[src/rtl/tea_encryptor_iter_pkg.sv]
// Shared TEA types, constants and the round mix function.
// The decryptor array imports this package as well.
package tea_pkg;

    typedef logic [31:0] word_t;

    typedef struct packed {
        word_t k0;
        word_t k1;
        word_t k2;
        word_t k3;
    } key_t;

    typedef enum logic [1:0] {
        IDLE = 2'd0,
        RUN  = 2'd1,
        DONE = 2'd2
    } state_e;

    localparam word_t TEA_DELTA          = 32'h9E3779B9;
    localparam int    TEA_ROUNDS_DEFAULT = 32;

    function automatic word_t tea_mix(word_t x, word_t sum, word_t ka, word_t kb);
        return ((x << 4) + ka) ^ (x + sum) ^ ((x >> 5) + kb);
    endfunction

endpackage

[src/rtl/tea_encryptor_iter_if.sv]
// Plaintext/key input handshake and ciphertext output handshake.
interface tea_encryptor_iter_if;

    logic         in_valid;
    logic         in_ready;
    logic [63:0]  inBlock64;
    logic [127:0] key;
    logic         out_valid;
    logic         out_ready;
    logic [63:0]  outBlock64;

    modport master (
        output in_valid, inBlock64, key, out_ready,
        input  in_ready, out_valid, outBlock64
    );

    modport slave (
        input  in_valid, inBlock64, key, out_ready,
        output in_ready, out_valid, outBlock64
    );

endinterface

[src/rtl/tea_encryptor_iter_round.sv]
// One combinational TEA encrypt cycle: advances sum, then v0, then v1
// (v1 uses the freshly updated v0).
module tea_enc_round
    import tea_pkg::*;
#(
    parameter word_t DELTA = TEA_DELTA
) (
    input  word_t v0_i,
    input  word_t v1_i,
    input  word_t sum_i,
    input  key_t  key_i,
    output word_t v0_o,
    output word_t v1_o,
    output word_t sum_o
);

    assign sum_o = sum_i + DELTA;
    assign v0_o  = v0_i + tea_mix(v1_i, sum_o, key_i.k0, key_i.k1);
    assign v1_o  = v1_i + tea_mix(v0_o, sum_o, key_i.k2, key_i.k3);

endmodule

[src/rtl/tea_encryptor_iter.sv]
// Iterative TEA block encryptor, one cycle per clock.
// Define TEA_ENC_UNROLL2_EN to chain two round instances per clock.
module tea_encryptor_iter
    import tea_pkg::*;
#(
    parameter int    ROUNDS = TEA_ROUNDS_DEFAULT,
    parameter word_t DELTA  = TEA_DELTA
) (
    input  logic                 clk,
    input  logic                 rst_n,
    input  logic                 ena,
    tea_encryptor_iter_if.slave  bus,
    output logic                 busy
);

    typedef logic [6:0] cnt_t;

`ifdef TEA_ENC_UNROLL2_EN
    localparam cnt_t STEP = cnt_t'(2);
`else
    localparam cnt_t STEP = cnt_t'(1);
`endif
    localparam cnt_t LAST = cnt_t'(ROUNDS) - STEP;

    state_e      state_q, state_d;
    word_t       v0_q, v0_d;
    word_t       v1_q, v1_d;
    word_t       sum_q, sum_d;
    cnt_t        cnt_q, cnt_d;
    key_t        key_q, key_d;
    logic [63:0] res_q, res_d;
    logic        armed_q, armed_d;

    word_t r0V0, r0V1, r0Sum;
    word_t nxtV0, nxtV1, nxtSum;
    logic  inReady;

    tea_enc_round #(.DELTA(DELTA)) u_round0 (
        .v0_i  (v0_q),
        .v1_i  (v1_q),
        .sum_i (sum_q),
        .key_i (key_q),
        .v0_o  (r0V0),
        .v1_o  (r0V1),
        .sum_o (r0Sum)
    );

`ifdef TEA_ENC_UNROLL2_EN
    word_t r1V0, r1V1, r1Sum;

    tea_enc_round #(.DELTA(DELTA)) u_round1 (
        .v0_i  (r0V0),
        .v1_i  (r0V1),
        .sum_i (r0Sum),
        .key_i (key_q),
        .v0_o  (r1V0),
        .v1_o  (r1V1),
        .sum_o (r1Sum)
    );

    assign nxtV0  = r1V0;
    assign nxtV1  = r1V1;
    assign nxtSum = r1Sum;

    if (ROUNDS % 2 != 0) begin : g_odd_rounds
        $error("tea_encryptor_iter: ROUNDS must be even when unrolled by two");
    end
`else
    assign nxtV0  = r0V0;
    assign nxtV1  = r0V1;
    assign nxtSum = r0Sum;
`endif

    // in_ready stays low after reset until the first enabled clock edge
    assign inReady        = ena && armed_q && (state_q == IDLE);
    assign bus.in_ready   = inReady;
    assign bus.out_valid  = (state_q == DONE);
    assign bus.outBlock64 = res_q;
    assign busy           = (state_q == RUN);

    always_comb begin
        state_d = state_q;
        v0_d    = v0_q;
        v1_d    = v1_q;
        sum_d   = sum_q;
        cnt_d   = cnt_q;
        key_d   = key_q;
        res_d   = res_q;
        armed_d = armed_q;
        if (ena) begin
            armed_d = 1'b1;
            unique case (state_q)
                IDLE: begin
                    if (bus.in_valid && inReady) begin
                        v0_d    = bus.inBlock64[63:32];
                        v1_d    = bus.inBlock64[31:0];
                        key_d   = key_t'(bus.key);
                        sum_d   = '0;
                        cnt_d   = '0;
                        state_d = RUN;
                    end
                end
                RUN: begin
                    v0_d  = nxtV0;
                    v1_d  = nxtV1;
                    sum_d = nxtSum;
                    cnt_d = cnt_q + STEP;
                    if (cnt_q == LAST) begin
                        res_d   = {nxtV0, nxtV1};
                        state_d = DONE;
                    end
                end
                DONE: begin
                    if (bus.out_ready) begin
                        state_d = IDLE;
                    end
                end
                default: state_d = IDLE;
            endcase
        end
    end

    always_ff @(posedge clk or negedge rst_n) begin
        if (!rst_n) begin
            state_q <= IDLE;
            v0_q    <= '0;
            v1_q    <= '0;
            sum_q   <= '0;
            cnt_q   <= '0;
            key_q   <= '0;
            res_q   <= '0;
            armed_q <= 1'b0;
        end else begin
            state_q <= state_d;
            v0_q    <= v0_d;
            v1_q    <= v1_d;
            sum_q   <= sum_d;
            cnt_q   <= cnt_d;
            key_q   <= key_d;
            res_q   <= res_d;
            armed_q <= armed_d;
        end
    end

endmodule

[src/flat_wrapper.sv]
// flat-port wrapper written by rule: the top's interface ports become plain ports
module tea_encryptor_iter_flat import tea_pkg::*;
#(
    parameter int    ROUNDS = TEA_ROUNDS_DEFAULT,
    parameter word_t DELTA  = TEA_DELTA
)
  (clk, rst_n, ena, busy, bus_in_valid, bus_inBlock64, bus_key, bus_out_ready, bus_in_ready, bus_out_valid, bus_outBlock64);
  tea_encryptor_iter_if bus_i ();
  input  logic clk;
  input  logic rst_n;
  input  logic ena;
  output logic busy;
  input wire logic [$bits(bus_i.in_valid)-1:0] bus_in_valid;
  input wire logic [$bits(bus_i.inBlock64)-1:0] bus_inBlock64;
  input wire logic [$bits(bus_i.key)-1:0] bus_key;
  input wire logic [$bits(bus_i.out_ready)-1:0] bus_out_ready;
  output wire logic [$bits(bus_i.in_ready)-1:0] bus_in_ready;
  output wire logic [$bits(bus_i.out_valid)-1:0] bus_out_valid;
  output wire logic [$bits(bus_i.outBlock64)-1:0] bus_outBlock64;
  assign bus_i.in_valid = bus_in_valid;
  assign bus_i.inBlock64 = bus_inBlock64;
  assign bus_i.key = bus_key;
  assign bus_i.out_ready = bus_out_ready;
  assign bus_in_ready = bus_i.in_ready;
  assign bus_out_valid = bus_i.out_valid;
  assign bus_outBlock64 = bus_i.outBlock64;
  tea_encryptor_iter #(.ROUNDS(ROUNDS), .DELTA(DELTA)) u_core (.clk(clk), .rst_n(rst_n), .ena(ena), .bus(bus_i), .busy(busy));
endmodule
[config.mk]
export PLATFORM = sky130hd
export DESIGN_NAME = tea_encryptor_iter_flat
export DESIGN_NICKNAME = d
export VERILOG_FILES = /design/src/rtl/tea_encryptor_iter_pkg.sv /design/src/rtl/tea_encryptor_iter_if.sv /design/src/rtl/tea_encryptor_iter_round.sv /design/src/rtl/tea_encryptor_iter.sv /design/src/flat_wrapper.sv
export SDC_FILE = /design/constraint.sdc
export NUM_CORES = 1
export LEC_CHECK = 0
export BUFFER_PORTS_ARGS = -buffer_cell sky130_fd_sc_hd__buf_2
export CAP_MARGIN = 5
export CORE_MARGIN = 2
export CORE_UTILIZATION = 49
export CTS_CLUSTER_DIAMETER = 100
export DETAILED_ROUTE_END_ITERATION = 8
export PLACE_DENSITY = 0.68
export SLEW_MARGIN = 20
export SYNTH_ARGS = -nofsm -noshare
export SYNTH_HDL_FRONTEND = slang
export SYNTH_SLANG_ARGS = --single-unit
[constraint.sdc]
create_clock -name clk -period 12.2 [get_ports clk]
set_clock_uncertainty 0.2 [all_clocks]
set_input_delay 3.05 -clock clk [delete_from_list [all_inputs] [get_ports clk]]
set_output_delay 3.05 -clock clk [all_outputs]
set_load 0.02 [all_outputs]
=== Word-level counts from Yosys, hierarchy flattened ===
Cells that the tools add are included.
Widths: inputs -> output; s select.

* Flip-flop bits (word level): 298
* Latch bits: 0
* Bits in writable memories: 0
* Bits in read-only memories: 0
* Bits of input ports: 197
* Output and inout port bits: 67
* Logic and storage cells: 52
* Memories kept: 0

* Add/subtract/negate cells: 10
* $mul: 0
* Div/mod/pow operators: 0
* $lt $le $gt $ge: 0
* Equal/unequal tests: 6
* Shift operators: 0
* Muxes and demuxes: 12
* Bitwise operators: 4
* Reductions and logical operators: 9

{| class="wikitable"
|+ Operators with widths
! kind !! count
|-
| $add 32x32->32 || 6
|-
| $pmux 32 s2 || 3
|-
| $xor 32x32->32 || 4
|-
| $mux 32 || 3
|-
| $add 27x32->32 || 2
|-
| $add 32x32->32 const B || 1
|-
| $pmux 7 s2 || 1
|-
| $reduce_and 3->1 || 3
|-
| $add 7x1->7 const B || 1
|-
| $eq 7x5->1 const B || 1
|-
| $mux 7 || 1
|-
| $mux 2 || 3
|-
| $pmux 2 s3 || 1
|-
| $ne 2x2->1 const B || 2
|-
| $reduce_and 4->1 || 1
|-
| $logic_and 1x1->1 || 3
|-
| $eq 2x1->1 const B || 1
|-
| $eq 2x2->1 const B || 1
|-
| $logic_not 2->1 || 1
|-
| $ne 2x1->1 const B || 1
|-
| $reduce_bool 2->1 || 1
|}

=== Longest topological paths before layout ===
Gate-level depths: netlist (run 1).

* Depth in word-level cells: 10
* Gate-level depth with buffers: 49
* Gate-level depth less buffers: 49

=== Modules after synthesis ===
A second synthesis (run 1) with hierarchy kept.

* Cell total of the unflattened synthesis: 2412
* Area, all modules: 24612.4 um^2

{| class="wikitable"
|+ By module, submodules not included
! module !! instances !! cells each !! area each (um^2) !! seq. area each (um^2)
|-
| tea_enc_round || 1 || 1605 || 12370.6 || 0.0
|-
| tea_encryptor_iter || 1 || 807 || 12241.7 || 7457.2
|}

=== Worst setup path after synthesis (run 1) ===
No wires, ideal clock.

* Path kind: reg2reg
* Start point: reg u_core.sum_q[0]
* End point: reg u_core.v1_q[31]
* Setup time: 0.137 ns
* Arrival time: 9.169 ns
* Data required time: 11.863 ns
* Setup slack: 2.693 ns
* Cell stages (with the launch flop): 49
* Path buffers: 1
* Cells stage by stage: dfrtp_1 > ha_1 > a2111o_1 > a21oi_2 > and2b_1 > nor2_1 > nor2_1 > xor2_1 > ha_1 > clkbuf_1 > a211oi_1 > o211ai_1 > a21oi_1 > nand2b_1 > o21a_1 > xnor2_1 > xnor2_1 > xor2_1 > (+13 left out) > a21oi_1 > o21ai_1 > a2111oi_0 > o21bai_1 > xnor2_1 > xnor2_1 > ha_1 > a21o_1 > a21o_1 > a221oi_1 > o21a_1 > o21ai_0 > a41oi_1 > o2bb2ai_1 > o21ai_0 > xnor3_1 > xnor2_1 > a21oi_1

* Cells in the longest elaborated chain, start to end: 10
* Elaborated cells between the ends (all ways): 12
* Those cells by class: 7 x add/sub; 1 x mux; 4 x bitwise

{| class="wikitable"
|+ Ends and longest elaborated chain
! item !! RTL line !! text
|-
| start: declaration || tea_encryptor_iter.sv:28 || <nowiki>word_t sum_q, sum_d;</nowiki>
|-
| start signal: assignment || tea_encryptor_iter.sv:137 || <nowiki>sum_q <= sum_d;</nowiki>
|-
| $add 32x32->32 * || tea_encryptor_iter_round.sv:17 || <nowiki>assign sum_o = sum_i + DELTA;</nowiki>
|-
| $add 32x32->32 * || tea_encryptor_iter_pkg.sv:24 || <nowiki>return ((x << 4) + ka) ^ (x + sum) ^ ((x >> 5) + kb);</nowiki>
|-
| $xor 32x32->32 * (2 in series) || tea_encryptor_iter_pkg.sv:24 ||
|-
| $add 32x32->32 * || tea_encryptor_iter_round.sv:18 || <nowiki>assign v0_o = v0_i + tea_mix(v1_i, sum_o, key_i.k0, key_i.k1);</nowiki>
|-
| net u_core.nxtV0[22] || tea_encryptor_iter.sv:35 || <nowiki>word_t nxtV0, nxtV1, nxtSum;</nowiki>
|-
| $add 32x32->32 || tea_encryptor_iter_pkg.sv:24 ||
|-
| $xor 32x32->32 || tea_encryptor_iter_pkg.sv:24 ||
|-
| $xor 32x32->32 * || tea_encryptor_iter_pkg.sv:24 ||
|-
| $add 32x32->32 * || tea_encryptor_iter_round.sv:19 || <nowiki>assign v1_o = v1_i + tea_mix(v0_o, sum_o, key_i.k2, key_i.k3);</nowiki>
|-
| $pmux 32 s2 * || tea_encryptor_iter.sv:92 || <nowiki>unique case (state_q)</nowiki>
|-
| end signal: assignment || tea_encryptor_iter.sv:136 || <nowiki>v1_q <= v1_d;</nowiki>
|-
| end: declaration || tea_encryptor_iter.sv:27 || <nowiki>word_t v1_q, v1_d;</nowiki>
|}

Mark *: on every way through the listed nets, which the timed path passes. The rest lies on a longest branch.
A chain may end at the register's enable or synchronous reset.

=== Worst setup path in the final report (run 1) ===
* Start point: reg u_core.sum_q[0]
* End point: reg u_core.res_q[31] (netlist: u_core.bus.outBlock64[31])

* Cells in the longest elaborated chain, start to end: 9
* Elaborated cells between the ends (all ways): 11
* Those cells by class: 7 x add/sub; 4 x bitwise

{| class="wikitable"
|+ Ends and longest elaborated chain
! item !! RTL line !! text
|-
| $add 32x32->32 * || tea_encryptor_iter_round.sv:17 ||
|-
| $add 32x32->32 * || tea_encryptor_iter_pkg.sv:24 ||
|-
| $xor 32x32->32 * (2 in series) || tea_encryptor_iter_pkg.sv:24 ||
|-
| $add 32x32->32 * || tea_encryptor_iter_round.sv:18 ||
|-
| net u_core.nxtV0[22] || tea_encryptor_iter.sv:35 ||
|-
| $add 32x32->32 || tea_encryptor_iter_pkg.sv:24 ||
|-
| $xor 32x32->32 || tea_encryptor_iter_pkg.sv:24 ||
|-
| $xor 32x32->32 * || tea_encryptor_iter_pkg.sv:24 ||
|-
| $add 32x32->32 * || tea_encryptor_iter_round.sv:19 ||
|-
| end signal: assignment || tea_encryptor_iter.sv:140 || <nowiki>res_q <= res_d;</nowiki>
|-
| end: declaration || tea_encryptor_iter.sv:31 || <nowiki>logic [63:0] res_q, res_d;</nowiki>
|}

Marks and branches as above.

==> results of run 1 <==
state kept, by name, indices dropped and copies added (netlist names):
register	count
u_core.key_q	128
u_core.bus.outBlock64	64
u_core.sum_q	32
u_core.v0_q	32
u_core.v1_q	32
u_core.cnt_q	7
u_core.state_q	2
u_core.armed_q	1
area by class of cell:
cell class,count,share of cell area (%)
clock buffer,56,4.17
clock inverter,10,0.340
inverter,61,0.830
multi-input combinational,2385,59.0
sequential,298,27.0
tap,664,3.01
timing repair buffer,293,5.62
how the worst max path moves through the flow:
stage / from / to / slack [ns] / cells past startpoint
floorplan: u_core.sum_q[0]$_DFFE_PN0P_ / u_core.v1_q[31]$_DFFE_PN0P_ / 2.69 / 48
global placement: u_core.sum_q[0]$_DFFE_PN0P_ / u_core.v1_q[31]$_DFFE_PN0P_ / 0.89 / 47
detailed placement: u_core.sum_q[0]$_DFFE_PN0P_ / u_core.bus.outBlock64[31]$_DFFE_PN0P_ / 0.62 / 47
CTS: u_core.sum_q[0]$_DFFE_PN0P_ / u_core.bus.outBlock64[31]$_DFFE_PN0P_ / 0.56 / 47
global route: u_core.sum_q[0]$_DFFE_PN0P_ / u_core.bus.outBlock64[31]$_DFFE_PN0P_ / 0.05 / 47
finish: u_core.sum_q[0]$_DFFE_PN0P_ / u_core.bus.outBlock64[31]$_DFFE_PN0P_ / 0.76 / 47
logic make-up (layout without fill, tap and decap cells):
| group | after synthesis | count (layout) |
|---|---|---|
| simple gates | 910 | 910 |
| compound gates | 770 | 770 |
| xor+xnor | 390 | 390 |
| flops | 298 | 298 |
| fa+ha+maj | 260 | 260 |
| buf+inv | 142 | 420 |
| mux | 55 | 55 |
placed cells by master (no fill, tap or decap), drive strengths merged, types with 56 or more instances in the layout:
master	count
a21o	125
nand2	597
xnor2	311
dfrtp	298
o21ai	202
nor2	105
clkbuf	56
a21oi	196
inv	64
ha	252
buf	293
xor2	74
metrics by stage:
step | hold WS [ns] | util (%) | setup slack, ns | std cells | cell area (sq um)
after global placement | 0.247 | 53.9 | 0.890 | 3701 | 26300
after detailed placement | 0.248 | 53.9 | 0.621 | 3701 | 26300
after global routing | 0.295 | 56.5 | 0.0524 | 3767 | 27600
after CTS | 0.265 | 56.5 | 0.558 | 3767 | 27600
after floorplan | 0.228 | - | 2.69 | 2825 | 24200
final | 0.265 | 56.5 | 0.756 | 3767 | 27600
routing by layer:
metal  GRT usage, %  vias to the layer above  share of wire, %
met5              0                        -             0.013
met3           4.30                      125               6.6
met2           46.2                      787                44
li1               -                    10500                 -
met4           8.36                        2               2.5
met1           42.9                    10400                47
==> results.toml, run 1 <==
[critical_path]
critPathRequiredTime_ns = 12.42
path_class = "flip-flop to flip-flop"
r2r_cells = 47
worst_setup_path_end_kind = "flip-flop"
reg2reg_from = "u_core.sum_q[0]$_DFFE_PN0P_"
crit_fanout = 6
cp.arrival_ns = 11.67
slowest_stage = "a2111oi_2"
reg2reg_setup_slack_ns = 0.76
worst-path-buf-inv = 0
path_delay_family = "compound AO/OA/AOI/OAI gates"
timing.critical_path.slowest_cell_delay_ns = 0.55
reg2reg_to = "u_core.bus.outBlock64[31]$_DFFE_PN0P_"
worst_setup_path_start_kind = "flip-flop"
cpMostUsedCell = "xnor2_1"

[route]
route.detailed.drc = 0
avgViaCountPerCell = 5.79
routed_wl_um = 76300
route.antenna.remaining_nets = 0
drtPass1Iterations = 5
dr_total_vias = 21800
drt-wirelength-per-cell_um = 20.3
drt-initial-drc-count = 1695

[sta]
relSlewSlack_pct = 40.4
timing.fmax_mhz = 87.4
fin_crit_sh_pct = 93.8
hold_viol = 0
setup_viol = 0
tightest_slew_ns = 0.894
period_needed_ns = 11.44
fin_setup_tns_ns = 0
grt_setup_unrepaired = "no"
drv_slew = 0

[yosys]
synth_area_sq_um = 24200
synth_fa_ha_area_share_pct = 13.7
async_flop_share_pct = 100
post-synth-top-count-cell = "nand2_1"
ys.flop_type = "dfrtp_1"
muxShareOfSynthArea_pct = 2.56
synth_top_family_by_area = "compound AO/OA/AOI/OAI gates"
synth_xor_area_share_pct = 14.5
yosys_warnings = 0
ys_types = 81
synth-compound-area-share_pct = 20.2
synth_area_leader_cell = "dfrtp_1"
synth-simple-area-share_pct = 16.1
synth_edf_count = 0
ys_top_cells_by_area = "dfrtp_1, ha_1, xnor2_1"
yosys.area.top_type_share_pct = 30.8
syn_area_per_cell_sq_um = 8.58
synth-seq-cells = 298
yosys-top-cells-count = "nand2_1, xnor2_1, dfrtp_1, ha_1, a21oi_1"
syn_nets = 3282
syn-instance-count = 2825
yosysSeqAreaShare_pct = 30.8

[finish]
fin_nets = 3533
multi_input_area_sq_um = 16300
antenna_cells = 0
drive_above_1_share_pct = 14.7
regArea_sq_um = 7460
fill_cells = 4518
area_growth_pct = 13.9

[clocking]
cts_tree = "yes"
numCtsBuffers = 37
clk_pin_slew_worst_paths_ns = 0.06
clock_path_buffers = 3
cts_setup_buffers = 0
cts_resized = 0
cts_root_buffer = "clkbuf_16"
hold_buffers = 0
htreeDepth = 2
cts.sinks = 298
clk_latency_ns = 0.57

[grt]
grt_start_max_net_pins = 80
grt_pass1_vias = 21300
grt_pass1_wl_um = 118000
grt_overflow_total = 0
antenna_found_initial = 2
grt_use_total_pct = 29.7

[hold_path]
hold_path_end = "u_core.armed_q$_DFFE_PN0P_"
hp-start = "u_core.armed_q$_DFFE_PN0P_"
hp-class = "flip-flop to flip-flop"
hold_depth = 1

[floorplan]
rows = 81
core_sq_um = 48800
initial_core_util_pct = 49.6
ioPinCount = 264
dieArea_sq_um = 51300
die_y_um = 226
die_w_um = 226

[placed_design]
dp_hpwl_um = 59400
port-buffer-count = 263
routabilityCongestion = 0.993

[run_status]
status = "finished, final reports clean"

[run]
cap_violations = 0
Power of run 1 is not shown: default switching activity piles up to over one toggle a cycle in this logic, so the estimate is an artifact.
==> run 2, diff against run 1 <==
Settings changed: CTS_BUF_LIST from default to sky130_fd_sc_hd__clkbuf_4.
==> run 2 against run 1 <==
Utilization is 0.30 points lower. Critical endpoint is now u_core.v1_q[31]$_DFFE_PN0P_. Setup slack better by 0.060 ns. Register-to-register slack gained 0.06 ns. Worst hold slack better by 0.0090 ns.
==> results.toml, run 2 (synthesis results as in run 1) <==
[finish]
final_common_cell = "nand2_1"
area_growth_pct = 13.3
regArea_sq_um = 7460
fin_nets = 3583
fill_cells = 4585
multi_input_area_sq_um = 16300
top_register = "u_core.key_q"
drive_above_1_share_pct = 16.8
most-common-layout-cells = "nand2_1, xnor2_1, dfrtp_1, buf_2, ha_1"
postLayoutCellArea_sq_um = 27400
largest_reg_flops = 128

[sta]
drv_slew = 0
fin_setup_tns_ns = 0
hold_slack_ns = 0.274
tightest_slew_ns = 0.882
setup_viol = 0
relSlewSlack_pct = 41.2
timing.fmax_mhz = 87.8
hold_viol = 0
period_needed_ns = 11.38
grt_setup_unrepaired = "no"
fin_crit_sh_pct = 93.3

[route]
avgViaCountPerCell = 5.75
drtPass1Iterations = 5
routed_wl_um = 76700
drt-wirelength-per-cell_um = 19.9
wl_met1_um = 35600
dr_total_vias = 22200
top_layer = "met5"
route.detailed.drc = 0
route.antenna.remaining_nets = 0
met3_length_um = 5500
drt-initial-drc-count = 1585
wl_met2_um = 33500

[clocking]
htreeDepth = 3
clk_pin_slew_worst_paths_ns = 0.06
clock_path_buffers = 3
numCtsBuffers = 87
cts_tree = "yes"
cts.sinks = 298
hold_buffers = 0
cts_setup_buffers = 0
clk_latency_ns = 0.92
cts_root_buffer = "clkbuf_4"

[critical_path]
worst_setup_path_start_kind = "flip-flop"
timing.critical_path.slowest_cell_delay_ns = 0.55
reg2reg_setup_slack_ns = 0.82
cpMostUsedCell = "xnor2_1"
critPathRequiredTime_ns = 12.73
worst_setup_path_end_kind = "flip-flop"
cp.arrival_ns = 11.91
path_class = "flip-flop to flip-flop"
slowest_stage = "a2111oi_2"
crit_fanout = 6

[run_status]
status = "finished, final reports clean"

[grt]
antenna_found_initial = 3
grt_use_total_pct = 30.0
grt_start_max_net_pins = 80
grt_pass1_wl_um = 118000
grt_pass1_vias = 21700
grt_overflow_total = 0

[placed_design]
routabilityCongestion = 0.993
dpl_cell_area_sq_um = 26300
dp_hpwl_um = 59400
port-buffer-count = 263

[floorplan]
die_w_um = 226
initial_core_util_pct = 49.6
ioPinCount = 264
rows = 81
dieArea_sq_um = 51300
die_y_um = 226
core_sq_um = 48800

[hold_path]
hp-class = "flip-flop to flip-flop"

[run]
cap_violations = 0
## run 2: cell types whose count changed in the layout (fill, tap and decap cells not counted)
cell | previous run | this run
clkinvlp_4 | 2 | 3
clkbuf_4 | 0 | 129
clkbuf_8 | 11 | 0
clkinv_1 | 0 | 12
clkinv_4 | 0 | 2
diode_2 | 0 | 2
clkbuf_16 | 39 | 0
inv_8 | 1 | 0
bufinv_16 | 1 | 0
clkbuf_1 | 6 | 0
## run 2: worst max-delay path, delay by kind of cell (launching register included)
kind | cells | cell delay [ns]
flip-flops | 1 | 0.42
AO/OA/AOI/OAI | 27 | 5.49
AND/OR/NAND/NOR | 6 | 0.89
XOR/XNOR | 9 | 2.56
adder cells (fa/ha/maj) | 5 | 1.71
## run 2: worst paths after layout
path / startpoint / end / depth (start not counted)
worst max-delay path: u_core.sum_q[0]$_DFFE_PN0P_ / u_core.v1_q[31]$_DFFE_PN0P_ / 47
worst min register to register: u_core.armed_q$_DFFE_PN0P_ / u_core.armed_q$_DFFE_PN0P_ / 1
max in group asynchronous: rst_n / u_core.sum_q[28]$_DFFE_PN0P_ / 3
worst min-delay path: u_core.armed_q$_DFFE_PN0P_ / u_core.armed_q$_DFFE_PN0P_ / 1
min in group asynchronous: rst_n / u_core.key_q[61]$_DFFE_PN0P_ / 1
worst max register to register: u_core.sum_q[0]$_DFFE_PN0P_ / u_core.v1_q[31]$_DFFE_PN0P_ / 47
## run 2: layer usage
layer | vias up | track usage (%)
met5 | - | 0
met4 | 2 | 10.9
met3 | 154 | 4.86
met2 | 839 | 46.2
met1 | 10500 | 42.4
li1 | 10600 | -
## run 2: area by class of cell
cell class / count / area share [%]
Clock buffer: 129 / 3.53
Multi-Input combinational cell: 2385 / 59.3
Antenna cell: 2 / 0.0182
Clock inverter: 23 / 0.447
Sequential cell: 298 / 27.2
Inverter: 61 / 0.834
Timing Repair Buffer: 293 / 5.65
Tap cell: 664 / 3.03
## run 2: per-stage QoR
step | std cells | util [%] | setup slack [ns]
after floorplan | 2825 | - | 2.69
after global placement | 3701 | 53.9 | 0.890
after detailed placement | 3701 | 53.9 | 0.621
after CTS | 3853 | 56.2 | 0.574
after global routing | 3855 | 56.2 | 0.0576
final | 3855 | 56.2 | 0.816
## run 2: repair_timing
item,4_1_cts,5_1_grt
endpoints found under the setup margin,0,3
resized for setup,0,2
endpoints found under the hold margin,0,0
Power of run 2 is left out for the same reason.
==> run 3, diff against run 2 <==
Settings changed: MAX_ROUTING_LAYER from default to met4.
==> run 3 against run 2 <==
Clock-buffer cell count shrank 5. Utilization down 0.082 points. Cell area down 0.15%. Worst hold slack hardly changed. Non-clock buffer count unchanged.
==> results.toml, run 3 (synthesis results as in run 1) <==
[placed_design]
dp_hpwl_um = 60200
routabilityCongestion = 0.992
port-buffer-count = 263

[finish]
final_common_cell = "nand2_1"
fin_nets = 3582
most-common-layout-cells = "nand2_1, xnor2_1, dfrtp_1, buf_2, ha_1"
top_register = "u_core.key_q"
area_growth_pct = 13.1
largest_reg_flops = 128
drive_above_1_share_pct = 16.7

[route]
route.antenna.remaining_nets = 0
drt-initial-drc-count = 1785
route.detailed.drc = 0
dr_total_vias = 22200
top_layer = "met4"
routed_wl_um = 77700
drtPass1Iterations = 6
wl_met1_um = 36300
wl_met2_um = 33600
met3_length_um = 5620
avgViaCountPerCell = 5.75
drt-wirelength-per-cell_um = 20.2

[sta]
fin_crit_sh_pct = 94.0
drv_slew = 0
fin_setup_tns_ns = 0
tightest_slew_ns = 0.935
period_needed_ns = 11.47
hold_viol = 0
setup_viol = 0
timing.fmax_mhz = 87.2
grt_setup_unrepaired = "no"
relSlewSlack_pct = 37.7

[floorplan]
dieArea_sq_um = 51300
die_w_um = 226
die_y_um = 226
initial_core_util_pct = 49.6
core_sq_um = 48800
ioPinCount = 264
rows = 81

[grt]
grt_overflow_total = 0
grt_pass1_vias = 21900
grt_start_max_net_pins = 100
antenna_found_initial = 2
grt_use_total_pct = 31.3
grt_pass1_wl_um = 119000

[clocking]
cts_root_buffer = "clkbuf_4"
htreeDepth = 3
cts_tree = "yes"
clk_latency_ns = 0.87
clk_pin_slew_worst_paths_ns = 0.07
cts_setup_buffers = 0
numCtsBuffers = 86
clock_path_buffers = 3
cts.sinks = 298

[critical_path]
worst-path-stages = 47
path_class = "flip-flop to flip-flop"
worst_setup_path_end_kind = "flip-flop"
worst_setup_path_start_kind = "flip-flop"
crit_fanout = 6
r2r_cells = 47
timing.critical_path.slowest_cell_delay_ns = 0.55
worst-path-buf-inv = 0
slowest_stage = "a2111oi_2"
cpMostUsedCell = "xnor2_1"
path_delay_family = "compound AO/OA/AOI/OAI gates"
critPathRequiredTime_ns = 12.68
cp.arrival_ns = 11.95

[hold_path]
hold_depth = 1
hp-class = "flip-flop to flip-flop"

[run_status]
status = "finished, final reports clean"

[run]
cap_violations = 0
==> run 3: cell count changes in the layout (fill, tap and decap cells not counted) <==
cell / change
clkinv_4: -2
xnor2_1: -1
clkinvlp_4: -3
xnor2_2: +1
clkbuf_4: -5
o21ai_1: +1
o21ai_0: -1
diode_2: +1
clkinv_1: +4
inv_2: +4
clkinv_2: +3
inv_6: -2
==> run 3: per-layer routing <==
metal / track usage (%) / up-vias
met4: 10.9 / 0
met5: - / -
li1: - / 10600
met3: 4.95 / 149
met1: 43.6 / 10600
met2: 46.3 / 837
==> run 3: final cells by class <==
| class | count | area [sq um] |
|---|---|---|
| diodes | 3 | 7.51 |
| clock buffers | 124 | 931 |
| clock inverters | 27 | 110 |
| fillers | 4607 | 21400 |
| inverters | 61 | 229 |
| multi-input cells | 2385 | 16300 |
| flip-flops and latches | 298 | 7460 |
| well taps | 664 | 831 |
| repair buffers | 293 | 1550 |
==> run 3: what timing repair did <==
action | 4_1_cts | 5_1_grt
resized for setup | 0 | 4
setup endpoints to repair | 0 | 3
hold buffers | 0 | 0
==> run 3: worst paths after layout <==
path,from,end,slack (ns)
hold reg to reg,u_core.armed_q$_DFFE_PN0P_,u_core.armed_q$_DFFE_PN0P_,0.27
setup reg to reg,u_core.sum_q[0]$_DFFE_PN0P_,u_core.bus.outBlock64[31]$_DFFE_PN0P_,0.73
max in group asynchronous,rst_n,u_core.key_q[101]$_DFFE_PN0P_,8.24
hold / removal,u_core.armed_q$_DFFE_PN0P_,u_core.armed_q$_DFFE_PN0P_,0.27
min in group asynchronous,rst_n,u_core.key_q[21]$_DFFE_PN0P_,2.00
setup / recovery,u_core.sum_q[0]$_DFFE_PN0P_,u_core.bus.outBlock64[31]$_DFFE_PN0P_,0.73
==> run 3: metrics by stage <==
stage	utilization, %	hold WS, ns	instance area [sq um]	instances	setup WS [ns]
finish	56.1	0.273	27400	3855	0.729
global route	56.1	0.306	27400	3854	0.0958
CTS	56.1	0.271	27400	3852	0.402
detailed placement	53.9	0.251	26300	3701	0.504
global placement	53.9	0.250	26300	3701	0.763
floorplan	-	0.228	24200	2825	2.69
Power of run 3 is left out for the same reason.
